File: config.mk
export PLATFORM = sky130hd
export DESIGN_NAME = fetch_stage
export DESIGN_NICKNAME = d
export VERILOG_FILES = /design/src/rtl/fetch_stage.sv
export SDC_FILE = /design/constraint.sdc
export NUM_CORES = 1
export LEC_CHECK = 0
export CORE_ASPECT_RATIO = 1.5
export CORE_MARGIN = 5
export CORE_UTILIZATION = 42
export CTS_CLUSTER_DIAMETER = 30
export DETAILED_ROUTE_END_ITERATION = 8
export PLACE_DENSITY = 0.66
export SLEW_MARGIN = 0
export SYNTH_ARGS = -nofsm -noshare
export SYNTH_HDL_FRONTEND = slang
export SYNTH_SLANG_ARGS = --single-unit
File: constraint.sdc
create_clock -name clk -period 3.88 [get_ports clk]
set_input_delay 0.776 -clock clk [delete_from_list [all_inputs] [get_ports clk]]
set_output_delay 0.776 -clock clk [all_outputs]
set_load 0.1 [all_outputs]
File: src/rtl/fetch_stage.sv
// -----------------------------------------------------------------------------
// fetch_stage
//
// Instruction fetch stage with an IF/ID pipeline register. It keeps a single
// request outstanding to instruction memory, holds a returned word while
// decode is stalled, and throws away the response to a fetch that a branch
// redirect made obsolete.
//
// Ports
//   clk              in   sole clock, rising edge
//   rst              in   asynchronous, active-low reset
//   pcWrite          in   0 = freeze PC (hazard unit)
//   if_idWrite       in   0 = hold IF/ID register (hazard unit)
//   branchTaken      in   single-cycle redirect pulse from a later stage
//   branchTarget     in   redirect address, bits [1:0] ignored
//   imemReq          out  instruction memory request valid
//   imemAddr         out  word-aligned fetch address
//   imemReady        in   imemData valid this cycle (only while imemReq=1)
//   imemData         in   fetched instruction word
//   instruction_IFID out  IF/ID instruction
//   pcPlus4_IFID     out  IF/ID fetch address + 4
//   valid_IFID       out  IF/ID holds a real instruction
// -----------------------------------------------------------------------------
module fetch_stage #(
   parameter logic [31:0] RESET_PC = 32'h0000_0000
) (
   input  logic        clk,
   input  logic        rst,
   input  logic        pcWrite,
   input  logic        if_idWrite,
   input  logic        branchTaken,
   input  logic [31:0] branchTarget,
   output logic        imemReq,
   output logic [31:0] imemAddr,
   input  logic        imemReady,
   input  logic [31:0] imemData,
   output logic [31:0] instruction_IFID,
   output logic [31:0] pcPlus4_IFID,
   output logic        valid_IFID
);

   // S_REQ : request outstanding (or about to issue right after reset)
   // S_HOLD: returned word parked in hold_buf, waiting for the stall to clear
   // S_DROP: the outstanding response belongs to a redirected-away path
   typedef enum logic [1:0] {
      S_REQ  = 2'd0,
      S_HOLD = 2'd1,
      S_DROP = 2'd2
   } state_t;

   state_t      state_q, state_d;
   logic [31:0] pc_q, pc_d;          // current fetch address, drives imemAddr
   logic        req_q, req_d;
   logic [31:0] hold_buf_q, hold_buf_d;
   logic [31:0] tgt_q, tgt_d;        // stored redirect target while in S_DROP
   logic [31:0] instr_q, instr_d;
   logic [31:0] pc4_q, pc4_d;
   logic        valid_q, valid_d;

   logic        resp;
   logic        stall;
   logic        load_word;
   logic [31:0] load_data;
   logic [31:0] br_tgt;
   logic [31:0] pc_plus4;

   always_comb begin
      state_d    = state_q;
      pc_d       = pc_q;
      hold_buf_d = hold_buf_q;
      tgt_d      = tgt_q;
      instr_d    = instr_q;
      pc4_d      = pc4_q;
      valid_d    = valid_q;
      load_word  = 1'b0;
      load_data  = 32'h0;

      // A response only counts while our request is actually on the bus;
      // right after reset the request has not been raised yet.
      resp     = req_q & imemReady;
      stall    = ~pcWrite | ~if_idWrite;
      br_tgt   = branchTarget & ~32'h3;
      pc_plus4 = pc_q + 32'd4;

      unique case (state_q)
         S_REQ: begin
            if (branchTaken) begin
               if (resp || !req_q) begin
                  pc_d = br_tgt;
               end else begin
                  // Cannot cancel a pending request: wait for its response
                  // and discard it, keeping imemAddr stable meanwhile.
                  state_d = S_DROP;
                  tgt_d   = br_tgt;
               end
            end else if (resp) begin
               if (stall) begin
                  hold_buf_d = imemData;
                  state_d    = S_HOLD;
               end else begin
                  load_word = 1'b1;
                  load_data = imemData;
                  pc_d      = pc_plus4;
               end
            end
         end

         S_HOLD: begin
            if (branchTaken) begin
               pc_d    = br_tgt;
               state_d = S_REQ;
            end else if (!stall) begin
               load_word = 1'b1;
               load_data = hold_buf_q;
               pc_d      = pc_plus4;
               state_d   = S_REQ;
            end
         end

         S_DROP: begin
            if (branchTaken) begin
               tgt_d = br_tgt;                 // latest redirect wins
            end
            if (imemReady) begin
               pc_d    = branchTaken ? br_tgt : tgt_q;
               state_d = S_REQ;
            end
         end

         default: begin
            state_d = S_REQ;
         end
      endcase

      // IF/ID update: flush beats everything, then a delivered word, then
      // a bubble when decode is accepting but nothing arrived.
      if (branchTaken) begin
         valid_d = 1'b0;
         instr_d = 32'h0;
      end else if (load_word) begin
         valid_d = 1'b1;
         instr_d = load_data;
         pc4_d   = pc_plus4;
      end else if (if_idWrite) begin
         valid_d = 1'b0;
         instr_d = 32'h0;
      end

      // Request is registered so it is low during reset and rises on the
      // first edge after release.
      req_d = (state_d != S_HOLD);
   end

   always_ff @(posedge clk or negedge rst) begin
      if (!rst) begin
         state_q    <= S_REQ;
         pc_q       <= RESET_PC;
         req_q      <= 1'b0;
         hold_buf_q <= 32'h0;
         tgt_q      <= 32'h0;
         instr_q    <= 32'h0;
         pc4_q      <= 32'h0;
         valid_q    <= 1'b0;
      end else begin
         state_q    <= state_d;
         pc_q       <= pc_d;
         req_q      <= req_d;
         hold_buf_q <= hold_buf_d;
         tgt_q      <= tgt_d;
         instr_q    <= instr_d;
         pc4_q      <= pc4_d;
         valid_q    <= valid_d;
      end
   end

   assign imemReq          = req_q;
   assign imemAddr         = pc_q;
   assign instruction_IFID = instr_q;
   assign pcPlus4_IFID     = pc4_q;
   assign valid_IFID       = valid_q;

endmodule

==> results.py <==
metrics = {
    "logic_synthesis": {
        "netlist_instances": 766,
        "yosys_warnings": 0,
        "syn_area_per_cell_sq_um": 10.0,
        "syn_area_sq_um": 7670,
        "synth_top_family_by_area": "compound AO/OA/AOI/OAI gates",
        "ys_seq_elements": 164,
        "yosysUniqueCellTypes": 55,
        "yosys_most_used_dff": "dfrtp_1",
        "syn_nets": 837,
        "synth.top_cell.area_share": 0.535,
        "async_flop_share": 1.00,
        "muxShareOfSynthArea": 0.0910,
        "synth-edff-count": 0,
        "synth_compound_area_frac": 0.167,
        "synth-xor-area-share": 0.0285,
        "synthAdderAreaFrac": 0.00163,
        "synth_simple_gate_area_frac": 0.144,
        "netlist_top_cells_area": "dfrtp_1 (53%), mux2_2 (9.1%), o21ai_0 (6.6%)",
        "ys_seq_area_frac": 0.535,
        "synth_top_cell_by_area": "dfrtp_1",
    },
    "floorplan": {
        "core_area_sq_um": 17900,
        "ios": 168,
        "die_area_sq_um": 21100,
        "rows": 60,
        "die_h_um": 176,
        "die_w_um": 120,
        "start_util": 0.428,
    },
    "sta": {
        "min_period_over_period": 0.760,
        "slew_violations": 0,
        "skew_ns": 0.0123,
        "rsz0062_at_grt": "false",
        "setup_tns_ns": 0,
        "setup_viol": 0,
        "clock.fmax_mhz": 339,
        "hold_viol_final": 0,
        "fin_crit_ns": 2.95,
        "worst_slew_pin_slew_ns": 1.03,
        "relSlewSlack": 0.308,
    },
    "cts": {
        "cts_sinks": 164,
        "htree_num_levels": 4,
        "clock_latency_ns": 0.42,
        "postCtsSetupBuffers": 0,
        "cts_resized": 0,
        "clk_pin_slew_ns": 0.07,
        "numCtsBuffers": 17,
        "root_buffer": "clkbuf_16",
        "hold_buffers": 0,
        "cts_tree": "done",
        "cts.path.max_buffers": 2,
    },
    "cells_and_area": {
        "drive_gt1_frac": 0.133,
        "final_cells": 1146,
        "syn_to_final_growth_pct": 32.3,
        "num-nets-final": 986,
        "final_area_sq_um": 10200,
    },
    "hold_path": {
        "hp-class": "in2async",
    },
    "worst_setup_path": {
        "path_max_fanout": 10,
        "critical_path_class": "reg2out",
        "path_cells": "clkdlybuf4s50_1",
        "cp.arrival_ns": 2.17,
        "end_kind": "primary output",
        "crit_required_ns": 3.10,
        "crit_family": "buffers and inverters",
        "cp_slowest_cell": "clkdlybuf4s50_1",
        "critPathBufInv": 1,
        "startpoint_type": "flop",
        "cpPeakStageDelay_ns": 1.21,
    },
    "drt": {
        "drt_iter0_markers": 433,
        "route.detailed.vias_per_inst": 5.49,
        "avgRoutedWirePerCell_um": 18.0,
        "routed_wl_um": 20600,
        "drcViolationCount": 0,
        "dr_total_vias": 6291,
        "ant_nets": 0,
        "first_pass_iters": 5,
    },
    "flow_run": {
        "maxCapViolCount": 0,
    },
    "power": {
        "p_leak_nw": 4.16,
        "p_per_area_nw_per_um2": 694,
        "peakVddDrop_mv": 0.568,
    },
    "grt": {
        "grt_antenna_before_repair": 1,
        "grt_max_degree": 83,
        "grt_pass1_wl_um": 34200,
        "use_met1": 0.247,
        "grt.met3_usage": 0.0387,
        "top_usage_layer": "met2",
        "met2_usage": 0.361,
        "gr-usage-all-layers": 0.202,
        "overflow": 0,
        "grt_pass1_vias": 6435,
    },
    "placement": {
        "routabilityCongestion": 0.847,
        "placedInstanceArea_sq_um": 9570,
        "dp_hpwl_um": 14400,
        "dp.cells": 1113,
        "port_buffers": 165,
    },
    "status": {
        "status": "complete, no violations",
    },
}
-- final cells by class --
type / count / area, sq um
clock buffer: 18 / 429
inverter: 9 / 33.8
tap: 217 / 272
fill: 1606 / 7790
timing repair buffer: 185 / 1840
multi-input combinational: 538 / 3330
clock inverter: 14 / 151
sequential: 164 / 4100
antenna: 1 / 2.50
-- cells by family after synthesis --
logic type                 after synthesis
buffers and inverters                   64
muxes                                   62
DFF                                    164
adders and majority gates                1
AOI/OAI and AO/OA                      212
and+or+nand+nor                        238
xor gates and xnor gates                25
-- registers in the layout (all words and copies together), names as in the netlist --
name              count
tgt_q                32
imemReq               1
imemAddr             32
pcPlus4_IFID         32
valid_IFID            1
state_q               2
instruction_IFID     32
hold_buf_q           32
-- cell usage in the layout, fill, tap and decap left out, types with 16 or more instances in the layout --
master / instances
nand3_1: 16
xnor2_1: 19
a22oi_1: 32
clkbuf_16: 17
nand2_1: 128
dfrtp_1: 164
mux2_2: 62
clkdlybuf4s50_1: 163
o21ai_0: 101
nor2_1: 33
a21oi_1: 36
buf_4: 17
-- per-layer routing --
layer / wire, um / part of all wire / vias to the layer above
met2: 11000 / 0.53 / 148
met1: 8510 / 0.41 / 3089
met4: 320 / 0.016 / 0
li1: - / - / 3031
met3: 850 / 0.041 / 23
met5: 0 / 0 / -
-- path summary, 6_finish.rpt --
check / to / slack (ns) / from / cells after the start
min: tgt_q[29] / 0.41 / rst / 1
max reg2reg: imemAddr[27] / 1.29 / imemAddr[10] / 5
min in group clk: pcPlus4_IFID[0] / 0.48 / pcPlus4_IFID[0] / 2
max in group asynchronous: pcPlus4_IFID[13] / 2.69 / rst / 2
max: imemAddr[10] / 0.93 / imemAddr[10] / 1
min reg2reg: pcPlus4_IFID[0] / 0.48 / pcPlus4_IFID[0] / 2
-- metrics by stage --
stage          setup slack [ns]  hold WS [ns]  utilization  power, mW
4_1_cts                   0.910         0.427        0.566       7.13
2_1_floorplan              1.10         0.453            -       4.62
3_5_place_dp              0.765         0.461        0.533       5.44
3_3_place_gp              0.828         0.459        0.533       5.40
6_report                  0.931         0.408        0.566       7.05
5_1_grt                   0.852         0.460        0.566       7.38
-- synthesized netlist by cell type, drive strengths merged, types with 4 or more instances --
library cell  number
a211oi             4
a31oi              4
nor2              35
and4               4
a21oi             36
inv                9
xnor2             19
dfrtp            164
nor3               9
nand2            128
buf                6
and3               9
nand3             18
nor4               4
xor2               6
o2bb2ai            5
mux2              62
nor3b              6
nor2b              4
nand4              8
clkbuf            49
a22oi             33
o211ai             5
o21ai            101
-- where the power goes --
group	switching, mW	internal (mW)
clock network	0.708	0.955
registers	0.337	2.10
logic	2.15	0.796
total	3.20	3.85
No activity file was read; power rests on OpenSTA's default activity.
